$ cat src/rtl/rom_boot_loader_if.sv
// ============================================================================
// Module : rom_boot_loader_if
// Brief  : Host boot-word handshake plus SRAM byte-write bus for the ROM loader.
// Rev    : 1.0
// ============================================================================
`default_nettype none

interface rom_boot_loader_if;
    logic [31:0] host_bootdata;
    logic        host_bootdata_req;
    logic        host_bootdata_ack;
    logic [7:0]  romwrite_data;
    logic [18:0] romwrite_addr;
    logic        romwrite_wr;
    logic        rom_initialised;

    modport master (
        output host_bootdata, host_bootdata_req,
        input  host_bootdata_ack, romwrite_data, romwrite_addr, romwrite_wr, rom_initialised
    );

    modport slave (
        input  host_bootdata, host_bootdata_req,
        output host_bootdata_ack, romwrite_data, romwrite_addr, romwrite_wr, rom_initialised
    );
endinterface

`default_nettype wire

$ cat src/rtl/rom_boot_loader.sv
// ============================================================================
// Module : rom_boot_loader
// Brief  : Takes 32-bit ROM image words over a 4-phase req/ack and writes them
//          byte-wise into SRAM; flags rom_initialised once the image is complete.
// Rev    : 1.0
// ============================================================================
`default_nettype none

module rom_boot_loader #(
    parameter int          CONFIG_ON_STARTUP = 1,
    parameter logic [18:0] ROM_LOCATION      = 19'h5c000,
    parameter logic [18:0] ROM_BYTES         = 19'h08000,
    parameter int          WR_CYCLES         = 2
) (
    input  wire logic        clk,
    input  wire logic        reset_n,
    rom_boot_loader_if.slave bus
);

    localparam int c_WCW = (WR_CYCLES > 1) ? $clog2(WR_CYCLES) : 1;
    localparam logic [c_WCW-1:0] c_WR_LAST = c_WCW'(WR_CYCLES - 1);

    typedef enum logic [2:0] {
        S_IDLE    = 3'd0,
        S_SETUP   = 3'd1,
        S_WRITE   = 3'd2,
        S_HOLD    = 3'd3,
        S_ACKWAIT = 3'd4,
        S_DONE    = 3'd5
    } state_t;

    state_t           r_state, w_state_nxt;
    logic             r_ack, w_ack_nxt;
    logic             r_wr, w_wr_nxt;
    logic             r_init, w_init_nxt;
    logic [31:0]      r_shift, w_shift_nxt;
    logic [18:0]      r_addr, w_addr_nxt;
    logic [18:0]      r_count, w_count_nxt;
    logic [1:0]       r_idx, w_idx_nxt;
    logic [c_WCW-1:0] r_wcnt, w_wcnt_nxt;

    wire logic w_req = bus.host_bootdata_req;

    // The byte on the bus is always the low byte of the shift register, so
    // data stays put from SETUP through HOLD and advances only on HOLD exit.
    assign bus.romwrite_data     = r_shift[7:0];
    assign bus.romwrite_addr     = r_addr;
    assign bus.romwrite_wr       = r_wr;
    assign bus.host_bootdata_ack = r_ack;
    assign bus.rom_initialised   = r_init;

    always_comb begin
        w_state_nxt = r_state;
        w_ack_nxt   = r_ack;
        w_wr_nxt    = 1'b0;
        w_init_nxt  = r_init;
        w_shift_nxt = r_shift;
        w_addr_nxt  = r_addr;
        w_count_nxt = r_count;
        w_idx_nxt   = r_idx;
        w_wcnt_nxt  = r_wcnt;
        case (r_state)
            S_IDLE: begin
                if (w_req && !r_ack) begin
                    w_shift_nxt = bus.host_bootdata;
                    w_ack_nxt   = 1'b1;
                    w_idx_nxt   = 2'd0;
                    w_state_nxt = S_SETUP;
                end
            end
            S_SETUP: begin
                w_wr_nxt    = 1'b1;
                w_wcnt_nxt  = c_WR_LAST;
                w_state_nxt = S_WRITE;
            end
            S_WRITE: begin
                if (r_wcnt == '0) begin
                    w_state_nxt = S_HOLD;
                end else begin
                    w_wr_nxt   = 1'b1;
                    w_wcnt_nxt = r_wcnt - c_WCW'(1);
                end
            end
            S_HOLD: begin
                w_addr_nxt  = r_addr + 19'd1;
                w_count_nxt = r_count + 19'd1;
                w_shift_nxt = r_shift >> 8;
                w_idx_nxt   = r_idx + 2'd1;
                w_state_nxt = (r_idx == 2'd3) ? S_ACKWAIT : S_SETUP;
            end
            S_ACKWAIT: begin
                // Ack only drops once req is seen low, enforcing the 4-phase return.
                if (!w_req) begin
                    w_ack_nxt = 1'b0;
                    if (r_count == ROM_BYTES) begin
                        w_state_nxt = S_DONE;
                        w_init_nxt  = 1'b1;
                    end else begin
                        w_state_nxt = S_IDLE;
                    end
                end
            end
            S_DONE: begin
                if (w_req && !r_ack) begin
                    w_ack_nxt = 1'b1;
                end else if (!w_req && r_ack) begin
                    w_ack_nxt = 1'b0;
                end
            end
            default: w_state_nxt = S_IDLE;
        endcase
    end

    always_ff @(posedge clk or negedge reset_n) begin
        if (!reset_n) begin
            r_state <= (CONFIG_ON_STARTUP != 0) ? S_IDLE : S_DONE;
            r_init  <= (CONFIG_ON_STARTUP != 0) ? 1'b0 : 1'b1;
            r_ack   <= 1'b0;
            r_wr    <= 1'b0;
            r_shift <= 32'h0;
            r_addr  <= ROM_LOCATION;
            r_count <= 19'd0;
            r_idx   <= 2'd0;
            r_wcnt  <= '0;
        end else begin
            r_state <= w_state_nxt;
            r_init  <= w_init_nxt;
            r_ack   <= w_ack_nxt;
            r_wr    <= w_wr_nxt;
            r_shift <= w_shift_nxt;
            r_addr  <= w_addr_nxt;
            r_count <= w_count_nxt;
            r_idx   <= w_idx_nxt;
            r_wcnt  <= w_wcnt_nxt;
        end
    end

endmodule

`default_nettype wire

$ cat src/flat_wrapper.sv
// flat-port wrapper written by rule: the top's interface ports become plain ports
module rom_boot_loader_flat 
#(
    parameter int          CONFIG_ON_STARTUP = 1,
    parameter logic [18:0] ROM_LOCATION      = 19'h5c000,
    parameter logic [18:0] ROM_BYTES         = 19'h08000,
    parameter int          WR_CYCLES         = 2
)
  (clk, reset_n, bus_host_bootdata, bus_host_bootdata_req, bus_host_bootdata_ack, bus_romwrite_data, bus_romwrite_addr, bus_romwrite_wr, bus_rom_initialised);
  rom_boot_loader_if bus_i ();
  input  wire logic clk;
  input  wire logic reset_n;
  input wire logic [$bits(bus_i.host_bootdata)-1:0] bus_host_bootdata;
  input wire logic [$bits(bus_i.host_bootdata_req)-1:0] bus_host_bootdata_req;
  output wire logic [$bits(bus_i.host_bootdata_ack)-1:0] bus_host_bootdata_ack;
  output wire logic [$bits(bus_i.romwrite_data)-1:0] bus_romwrite_data;
  output wire logic [$bits(bus_i.romwrite_addr)-1:0] bus_romwrite_addr;
  output wire logic [$bits(bus_i.romwrite_wr)-1:0] bus_romwrite_wr;
  output wire logic [$bits(bus_i.rom_initialised)-1:0] bus_rom_initialised;
  assign bus_i.host_bootdata = bus_host_bootdata;
  assign bus_i.host_bootdata_req = bus_host_bootdata_req;
  assign bus_host_bootdata_ack = bus_i.host_bootdata_ack;
  assign bus_romwrite_data = bus_i.romwrite_data;
  assign bus_romwrite_addr = bus_i.romwrite_addr;
  assign bus_romwrite_wr = bus_i.romwrite_wr;
  assign bus_rom_initialised = bus_i.rom_initialised;
  rom_boot_loader #(.CONFIG_ON_STARTUP(CONFIG_ON_STARTUP), .ROM_LOCATION(ROM_LOCATION), .ROM_BYTES(ROM_BYTES), .WR_CYCLES(WR_CYCLES)) u_core (.clk(clk), .reset_n(reset_n), .bus(bus_i));
endmodule
$ cat config.mk
export PLATFORM = sky130hd
export DESIGN_NAME = rom_boot_loader_flat
export DESIGN_NICKNAME = d
export VERILOG_FILES = /design/src/rtl/rom_boot_loader_if.sv /design/src/rtl/rom_boot_loader.sv /design/src/flat_wrapper.sv
export SDC_FILE = /design/constraint.sdc
export NUM_CORES = 1
export LEC_CHECK = 0
export ABC_AREA = 1
export BUFFER_PORTS_ARGS = -buffer_cell sky130_fd_sc_hd__buf_2
export CAP_MARGIN = 20
export CORE_MARGIN = 5
export CORE_UTILIZATION = 55
export CTS_CLUSTER_SIZE = 14
export DETAILED_ROUTE_END_ITERATION = 10
export GPL_ROUTABILITY_DRIVEN = 0
export PLACE_DENSITY = 0.74
export SLEW_MARGIN = 25
export SYNTH_ARGS = -nofsm -noshare
export SYNTH_HDL_FRONTEND = slang
export SYNTH_SLANG_ARGS = --single-unit
$ cat constraint.sdc
create_clock -name clk -period 2.3 [get_ports clk]
set_input_delay 0.115 -clock clk [delete_from_list [all_inputs] [get_ports clk]]
set_output_delay 0.115 -clock clk [all_outputs]
set_load 0.01 [all_outputs]
==> results of run 1 <==
==> metal layers <==
metal / up-vias / track usage
li1: 1557 / -
met1: 1462 / 0.2467
met5: - / 0
met3: 9 / 0.03045
met4: 0 / 0.07702
met2: 58 / 0.3217
==> worst min path at each step <==
stage | startpoint | endpoint | cells past startpoint
2_1_floorplan | reset_n | u_core.bus.host_bootdata_ack | 0
3_3_place_gp | bus_host_bootdata_req | u_core.bus.rom_initialised | 2
3_5_place_dp | reset_n | u_core.r_wcnt | 1
4_1_cts | bus_host_bootdata[28] | u_core.r_shift[28] | 3
5_1_grt | bus_host_bootdata[27] | u_core.r_shift[27] | 3
6_report | bus_host_bootdata[27] | u_core.r_shift[27] | 3
==> sequential cells by signal (all words and copies together), names as in the netlist <==
name	flops
u_core.bus.host_bootdata_ack	1
u_core.r_count	19
u_core.r_state	3
u_core.bus.romwrite_addr	19
u_core.bus.rom_initialised	1
u_core.r_wcnt	1
u_core.r_idx	2
u_core.bus.romwrite_wr	1
u_core.r_shift	32
==> worst reg2reg max path: stages, from the launching register on <==
cell and delay, ps:
dfrtp_1 510, inv_2 170, nand3_4 280, nor2_4 230, nand2_2 110, nor2_4 160
nand2_1 70, nand2_1 60, nand2_1 50
==> placed cells by master, fill, tap and decap left out, types with 2 or more instances in the layout <==
cell type and instances:
clkbuf_1 2, nor2_1 84, nand2_1 107, nor2_4 5, nand3_1 24, buf_2 63, nand4_1 10, dfstp_2 4
inv_2 3, o22ai_1 24, nand2_2 3, ha_1 4, xnor2_1 12, o21bai_1 2, buf_4 3, inv_1 33
dlygate4sd3_1 6, nor3_1 3, nand3b_1 4, clkbuf_8 10, xor2_1 13, o21ai_0 5, dfrtp_1 75, nor2_2 7
==> power by group through the flow <==
| stage | clock network (uW) | registers (uW) | logic, uW |
|---|---|---|---|
| floorplan | 0 | 1420 | 12.1 |
| global placement | 0 | 1420 | 81.4 |
| detailed placement | 0 | 1420 | 81.4 |
| CTS | 957 | 1400 | 89.5 |
| global route | 1020 | 1400 | 101 |
| finish | 936 | 1390 | 88.9 |
==> per-stage QoR <==
stage	util	cells	power, uW	hold WS, ps	area, um^2
floorplan	-	446	1436	-180.6	3877
global placement	0.6136	592	1504	318.6	4192
detailed placement	0.6136	592	1504	332.1	4192
CTS	0.6480	614	2441	7.090	4427
global route	0.6485	614	2522	9.240	4431
finish	0.6485	614	2420	21.62	4431
==> cell type report <==
class                      instances  area, um^2
clock buffer                      12       145.1
clock inverter                     4       30.03
fill                             611        2401
inverter                          36       135.1
multi-input combinational        314        1609
sequential                        79        1982
tap                               96       120.1
timing repair buffer              73       409.1
==> cells by family (layout without fill, tap and decap cells) <==
group,Yosys count,after routing,share of synthesized area
flops,79,79,0.5111
compound gates,33,33,0.05162
fa+ha+maj,4,4,0.01291
buf+inv,53,125,0.07389
xor+xnor,25,25,0.05647
simple gates,252,252,0.2940
==> flow_summary.toml, run 1 <==
[outcome]
status = "complete, no violations"

[synth]
synth_ff_type = "dfrtp_1"
syn_nets = 485
synth-seq-cells = 79
synth-seq-area-share = 0.5111
ys_types = 29
ys_warn_count = 0
synth.top_cells.by_count = "nand2_1 (107), nor2_1 (84), dfrtp_1 (75)"
synth_edf_count = 0
synth.area.top_cells = "dfrtp_1 (48%), nand2_1 (10%), nor2_1 (8.1%)"
syn_area_um2 = 3877
synth_top_cell_by_area = "dfrtp_1"
avgSynthCellArea_um2 = 8.694
synth.top_cell.area_share = 0.4840
netlist_instances = 446
synth_most_common_cell = "nand2_1"
async_flop_share = 1.000

[route]
dr_wl_met2_mm = 3.901
routed.top_layer = "met4"
drt-met1-wl_mm = 3.550
route.met3.wl_um = 279
vias = 3086
viasPerCell = 5.026
drt_iter0_markers = 109
firstDrtPassIters = 4
wl_per_cell_um = 12.71
wirelength_mm = 7.806
drcViolationCount = 0
ant_nets = 0

[placed_design]
port_buffers = 64
place_ws_ps = 567.2
dp_hpwl_mm = 5.544

[floorplanning]
core_um2 = 6832
die_y_um = 93.97
die_x_um = 93.97
start_util = 0.5676
ioPinCount = 65
die-area_um2 = 8829
rows = 30

[pwr]
p_int_uw = 1856
ir_drop_uv = 271.2
combPwrFrac = 0.037
p_sw_frac = 0.2329
p_leak_uw = 0.002337
powerDensity_nw_per_um2 = 546.1
p_seq_frac = 0.577
power_frac_clock = 0.387
p_switching_uw = 563.5

[clock_tree]
cts_resized = 0
cts.sinks = 79
cts_made_buffers = 9
cts.clk_slew.worst_paths_ps = 80
tritoncts = "done"
htreeDepth = 3
post_cts_buffers = 0
cts_root_buf = "clkbuf_8"
clock_latency_ps = 340
hold_buffers = 6
cts_buffer_depth = 2

[global_route]
track_usage = 0.1914
grt_max_degree = 80
grt_overflow_total = 0
grt_pass1_wl_mm = 13.43
grt_antenna_before_repair = 0
first_global_vias = 3038

[critical_path]
path_cells = "inv_2 > nand3_4 > nor2_4 > nand2_2 > nor2_4 > nand2_1 > nand2_1 > nand2_1"
cp-endpoint = "u_core.r_count[15]"
startpoint = "u_core.r_state[2]"
slowest_delay_ps = 510
rr_startpoint = "u_core.r_state[2]"
crit_path_end_kind = "flop"
cp_num_buf_inv = 1
r2r_slack_ps = 560
path_class = "flop to flop"
reg2reg_depth = 8
reg2reg_to = "u_core.r_count[15]"
path_depth = 8
crit_arrival_ps = 1970
crit_fanout = 18
worstSetupStartpointType = "flop"
cp_slowest_cell = "dfrtp_1"
cpMostUsedCell = "nand2_1"
cp.required_ps = 2530
critical-path-top-delay-family = "simple AND/OR/NAND/NOR gates"

[worst_hold_path]
hold_path_class = "input pin to flop"

[finish]
fin_nets = 552
n_antenna_cell = 0
drive_above_1_share = 0.2066
area_growth_pct = 14.26

[timing]
skew_ps = 12.07
tightest_slew_ps = 691.6
fmax_ghz = 0.5758
setup_tns_ps = 0
drv_slew = 0
fin_crit_ps = 1737
final-hold-violation-count = 0
finalSetupViolCount = 0
grt_setup_unrepaired = "no"
slew_headroom = 0.5390
setup_ws_ps = 563.4
min_period_over_period = 0.7550

[flow_run]
cap_violations = 0
(Power assumes the default switching activity.)
==> run 2, diff against run 1 <==
--- a/config.mk
+++ b/config.mk
@@ -5,15 +5,15 @@
 export SDC_FILE = /design/constraint.sdc
 export NUM_CORES = 1
 export LEC_CHECK = 0
-export ABC_AREA = 1
+export ABC_AREA = 0
 export BUFFER_PORTS_ARGS = -buffer_cell sky130_fd_sc_hd__buf_2
 export CAP_MARGIN = 20
 export CORE_MARGIN = 5
-export CORE_UTILIZATION = 55
+export CORE_UTILIZATION = 50
 export CTS_CLUSTER_SIZE = 14
 export DETAILED_ROUTE_END_ITERATION = 10
 export GPL_ROUTABILITY_DRIVEN = 0
-export PLACE_DENSITY = 0.74
+export PLACE_DENSITY = 0.72
 export SLEW_MARGIN = 25
 export SYNTH_ARGS = -nofsm -noshare
 export SYNTH_HDL_FRONTEND = slang
==> constraint.sdc (replaced) <==
create_clock -name clk -period 1.5 [get_ports clk]
set_input_delay 0.075 -clock clk [delete_from_list [all_inputs] [get_ports clk]]
set_output_delay 0.075 -clock clk [all_outputs]
set_load 0.01 [all_outputs]
==> run 2 against run 1 <==
Against the previous run: the run now ends with setup timing left; routed wire length rose by 16%; non-clock buffer count rose by 61; first-iteration DRC count rose by 28%; combinational power rose to 34 times the previous value; clock skew fell by 6.0 ps; total power rose to 3.3 times the previous value; critical path depth fell by 2; final area rose by 12%; fmax rose by 12%; clock-buffer cell count fell by 3; sequential cell count did not move; register-to-register slack got worse by 620 ps.
==> flow_summary.toml, run 2 <==
[placed_design]
dp_hpwl_mm = 5.473
place_area_um2 = 4175
port_buffers = 64

[synth]
async_flop_share = 1.000
netlist_instances = 350
avgSynthCellArea_um2 = 10.28
synth.top_cell.area_share = 0.5216
ys_warn_count = 0
synth.area.top_cells = "dfrtp_1 (52%), xnor2_1 (6.6%), nor2_1 (5.7%)"
synth_edf_count = 0
ys_types = 43
synth-seq-area-share = 0.5508
synth_top_cell_by_area = "dfrtp_1"
synth_ff_type = "dfrtp_1"
synth-seq-cells = 79
synth_most_common_cell = "dfrtp_1"
syn_area_um2 = 3598
syn_nets = 389
synth.top_cells.by_count = "dfrtp_1 (75), nor2_1 (55), nand2_1 (32)"

[critical_path]
crit_path_end_kind = "flop"
cp.required_ps = 1790
path_class = "flop to flop"
crit_fanout = 4
crit_arrival_ps = 1850
worstSetupStartpointType = "flop"

[finish]
largest_reg_flops = 32
drive_above_1_share = 0.3396
final_common_cell = "dfrtp_1"
final_cell_mix = "dfrtp_1 (69), buf_2 (63), nor2_1 (52), buf_4 (33), nand2_1 (32)"
fill_cells = 537
n_antenna_cell = 0
area_growth_pct = 38.11
fin_nets = 511
fin_area_um2 = 4970
top_register = "u_core.r_shift"

[clock_tree]
htreeDepth = 3
cts.sinks = 79
cts_root_buf = "clkbuf_8"
tritoncts = "done"
clock_latency_ps = 350
cts.clk_slew.worst_paths_ps = 90
cts_buffer_depth = 2
cts_made_buffers = 9

[timing]
min_period_over_period = 1.038
fmax_ghz = 0.6426
slew_headroom = 0.6773
grt_setup_unrepaired = "yes"
fin_crit_ps = 1556
finalSetupViolCount = 2
final-hold-violation-count = 0
holdWs_ps = 1.538
tightest_slew_ps = 484.1
drv_slew = 0
setup_ws_ps = -56.27
skew_ps = 6.056

[pwr]
ir_drop_uv = 1037
p_int_uw = 5053
power_frac_clock = 0.211
p_leak_uw = 0.002389
p_seq_frac = 0.416
combPwrFrac = 0.373
p_sw_frac = 0.3719
powerDensity_nw_per_um2 = 1619
p_switching_uw = 2992

[floorplanning]
die_y_um = 94.84
start_util = 0.5042
die-area_um2 = 8994
core_um2 = 7137
rows = 31
die_x_um = 94.84
ioPinCount = 65

[outcome]
status = "complete, but fails checks"
violations = "setup timing"

[route]
firstDrtPassIters = 4
drcViolationCount = 0
wirelength_mm = 9.066
viasPerCell = 5.316
ant_nets = 0
vias = 3062
wl_per_cell_um = 15.74
drt_iter0_markers = 140

[global_route]
track_usage = 0.2074
grt_antenna_before_repair = 0
grt_overflow_total = 0
first_global_vias = 3008
grt_pass1_wl_mm = 14.47
grt_max_degree = 38

[worst_hold_path]
hold_path_class = "input pin to flop"

[flow_run]
cap_violations = 0
==> run 2: cell types whose count changed after synthesis, moves of 5 or more <==
cell	previous run	this run
nor2_2	7	2
xnor2_1	12	27
nor2_1	84	55
and4_1	0	5
buf_2	1	8
nor2_4	5	0
and3_1	0	6
nand2_1	107	32
inv_1	33	6
buf_6	7	0
==> run 2: logic make-up (layout without fill, tap and decap cells) <==
family / count (synthesis) / count (layout) / synth area share
buffers and inverters: 30 / 156 / 0.04659
xor gates and xnor gates: 36 / 36 / 0.08762
and+or+nand+nor: 157 / 157 / 0.2243
DFF: 79 / 79 / 0.5508
adders and majority gates: 4 / 4 / 0.01391
AOI/OAI and AO/OA: 44 / 45 / 0.07684
==> run 2: worst max-delay path, stage by stage, from the launching register on <==
cell and delay, ps:
dfrtp_2 450, inv_2 70, ha_1 150, nor3b_4 210
nand4_1 190, o32ai_2 260, a22o_1 160
==> run 2: final timing paths <==
path | from | endpoint | slack (ps) | depth (start not counted)
worst max register to register | u_core.r_count[0] | u_core.r_state[0] | -60 | 6
worst min-delay path | bus_host_bootdata[18] | u_core.r_shift[18] | 2 | 3
worst min register to register | u_core.bus.romwrite_addr[13] | u_core.bus.romwrite_addr[13] | 490 | 1
max in group asynchronous | reset_n | u_core.r_shift[27] | 740 | 3
worst max-delay path | u_core.r_count[0] | u_core.r_state[0] | -60 | 6
min in group asynchronous | reset_n | u_core.bus.romwrite_addr[17] | 220 | 2
==> run 2: metal layers <==
layer	up-vias	track usage	share of wire
li1	1456	-	-
met1	1492	0.2709	0.42
met2	86	0.3288	0.50
met3	28	0.04701	0.051
met4	0	0.09615	0.028
met5	-	0	0
==> run 2: final cells by class <==
type / instances / area [um^2] / share of cell area
clock buffer: 9 / 123.9 / 0.02492
clock inverter: 7 / 87.58 / 0.01762
inverter: 6 / 22.52 / 0.004532
multi-input combinational: 242 / 1635 / 0.3291
sequential: 79 / 1989 / 0.4003
tap: 99 / 123.9 / 0.02492
timing repair buffer: 134 / 987.2 / 0.1986
==> run 2: power by group through the flow <==
stage | logic, uW | registers (uW) | clock network, uW
final | 3000 | 3350 | 1700
after global routing | 3320 | 3430 | 1840
after CTS | 2620 | 3230 | 1720
after detailed placement | 2460 | 3280 | 0
after global placement | 2380 | 3250 | 0
after floorplan | 1670 | 3220 | 0
==> run 2: timing repair <==
item | CTS | global route
hold endpoints to repair | 60 | 0
gates resized for setup | 7 | 41
hold buffers | 31 | 0
gates cloned | 0 | 1
setup endpoints to repair | 42 | 41
buffers inserted | 2 | 7
pin swaps | 2 | 17
==> run 2: stage by stage <==
step,utilization,power (uW),std cells,worst slack [ps],setup TNS [ps]
5_1_grt,0.6964,8592,576,-152.1,-667.1
2_1_floorplan,-,4889,350,105.7,0
3_3_place_gp,0.5850,5628,519,-82.18,-360.9
3_5_place_dp,0.5850,5735,519,-130.4,-1438
6_report,0.6964,8046,576,-56.27,-59.23
4_1_cts,0.6639,7573,568,-39.95,-56.45
==> run 3, diff against run 2 <==
--- a/config.mk
+++ b/config.mk
@@ -14,6 +14,8 @@
 export DETAILED_ROUTE_END_ITERATION = 10
 export GPL_ROUTABILITY_DRIVEN = 0
 export PLACE_DENSITY = 0.72
+export RECOVER_POWER = 50
+export REMOVE_ABC_BUFFERS = 1
 export SLEW_MARGIN = 25
 export SYNTH_ARGS = -nofsm -noshare
 export SYNTH_HDL_FRONTEND = slang
==> run 3 against run 2 <==
Against the previous run: the flow still finishes with violations (setup timing); sequential power down 2%; first-iteration DRC count down 8.6%; clock-buffer cell count up 3; fmax up 0.86%; hold slack better by 35 ps; die area unchanged; total power down 2.1%; largest cell class unchanged.
==> flow_summary.toml, run 3 (synthesis results as in run 2) <==
[outcome]
violations = "setup timing"
status = "complete, but fails checks"

[timing]
grt_setup_unrepaired = "yes"
setup_ws_ps = -42.98
holdWs_ps = 36.31
fmax_ghz = 0.6481
final-hold-violation-count = 0
slew_headroom = 0.5102
finalSetupViolCount = 1
drv_slew = 0
skew_ps = 11.86
min_period_over_period = 1.029
tightest_slew_ps = 734.8
fin_crit_ps = 1543

[clock_tree]
cts_made_buffers = 9
htreeDepth = 3
clock_latency_ps = 360
cts.sinks = 79
tritoncts = "done"
cts_buffer_depth = 2
cts.clk_slew.worst_paths_ps = 80
cts_root_buf = "clkbuf_8"

[finish]
drive_above_1_share = 0.3059
top_register = "u_core.r_shift"
n_antenna_cell = 0
final_common_cell = "dfrtp_1"
largest_reg_flops = 32
fin_nets = 508
stdcell_count = 573
post-route-util = 0.6800
final_cell_mix = "dfrtp_1 (71), buf_2 (60), nor2_1 (51), nand2_1 (32), dlygate4sd3_1 (32)"
area_growth_pct = 34.87
fill_cells = 554

[pwr]
ir_drop_uv = 989.0
p_leak_uw = 0.002349
p_total_uw = 7877
powerDensity_nw_per_um2 = 1623

[critical_path]
cp.required_ps = 1740
crit_arrival_ps = 1780
worstSetupStartpointType = "flop"
critical-path-top-delay-family = "simple AND/OR/NAND/NOR gates"
path_cells = "nor2_2 > nand3_4 > clkbuf_16 > o22ai_1 > nor2_1"
cp_num_buf_inv = 1
crit_fanout = 16
slowest_delay_ps = 470
cp_slowest_cell = "dfrtp_2"
crit_path_end_kind = "flop"
path_class = "flop to flop"

[route]
vias = 3020
viasPerCell = 5.271
wirelength_mm = 8.869
drt_iter0_markers = 128
ant_nets = 0
firstDrtPassIters = 4
drcViolationCount = 0
wl_per_cell_um = 15.48

[global_route]
grt_overflow_total = 0
grt_max_degree = 35
grt_antenna_before_repair = 0
grt_pass1_wl_mm = 13.74
first_global_vias = 3025
track_usage = 0.1984

[floorplanning]
start_util = 0.5042
rows = 31
die_x_um = 94.84
core_um2 = 7137
ioPinCount = 65
die-area_um2 = 8994
die_y_um = 94.84

[placed_design]
dp_hpwl_mm = 5.447
dp_cells = 520
port_buffers = 64
place_ws_ps = -102.9

[worst_hold_path]
hold_path_class = "input pin to flop"

[flow_run]
cap_violations = 0
## run 3: per-stage QoR
step / TNS, ps / cell area [um^2]
after floorplan: -10590 / 3453
after global placement: -432.3 / 4158
after detailed placement: -1848 / 4158
after CTS: 0 / 4755
after global routing: -2078 / 4853
final: -42.98 / 4853
## run 3: layer usage
metal	GRT usage	routed length, um
met5	0	0
met3	0.04143	371
met2	0.3412	4440
met1	0.2362	3734
met4	0.09495	322
## run 3: area by class of cell
class	instances	area (um^2)	share of cell area
clock buffer	12	165.2	0.03403
clock inverter	4	76.32	0.01573
multi-input combinational	242	1548	0.3189
timing repair buffer	131	930.9	0.1918
sequential	79	1987	0.4094
tap	99	123.9	0.02552
inverter	6	22.52	0.004640
## run 3: timing repair
item	CTS	global route
pin swaps	1	10
gates cloned	0	2
setup buffers	0	3
hold endpoints to repair	64	0
hold buffers	32	0
gates resized for setup	7	18
endpoints found under the setup margin	29	41
## run 3: worst paths after layout
kind / start / end / slack [ps] / cells past startpoint
min reg2reg: u_core.bus.rom_initialised / u_core.bus.rom_initialised / 460 / 1
max: u_core.r_state[1] / u_core.r_shift[4] / -40 / 5
max reg2reg: u_core.r_state[1] / u_core.r_shift[4] / -40 / 5
min in group asynchronous: reset_n / u_core.r_shift[6] / 310 / 2
min: bus_host_bootdata[20] / u_core.r_shift[20] / 40 / 3
max in group asynchronous: reset_n / u_core.r_count[14] / 190 / 3
## run 3: worst reg2reg max path: cells and delay by family, from the launching register on
family                 cells  cell delay, ps
buffers and inverters      1             200
and+or+nand+nor            3             560
AOI/OAI and AO/OA          1             190
DFF                        1             470
## run 3: power by group
group / switching, uW / internal, uW
clock: 771 / 1080
sequential: 481 / 2790
combinational: 1490 / 1260
total: 2750 / 5130
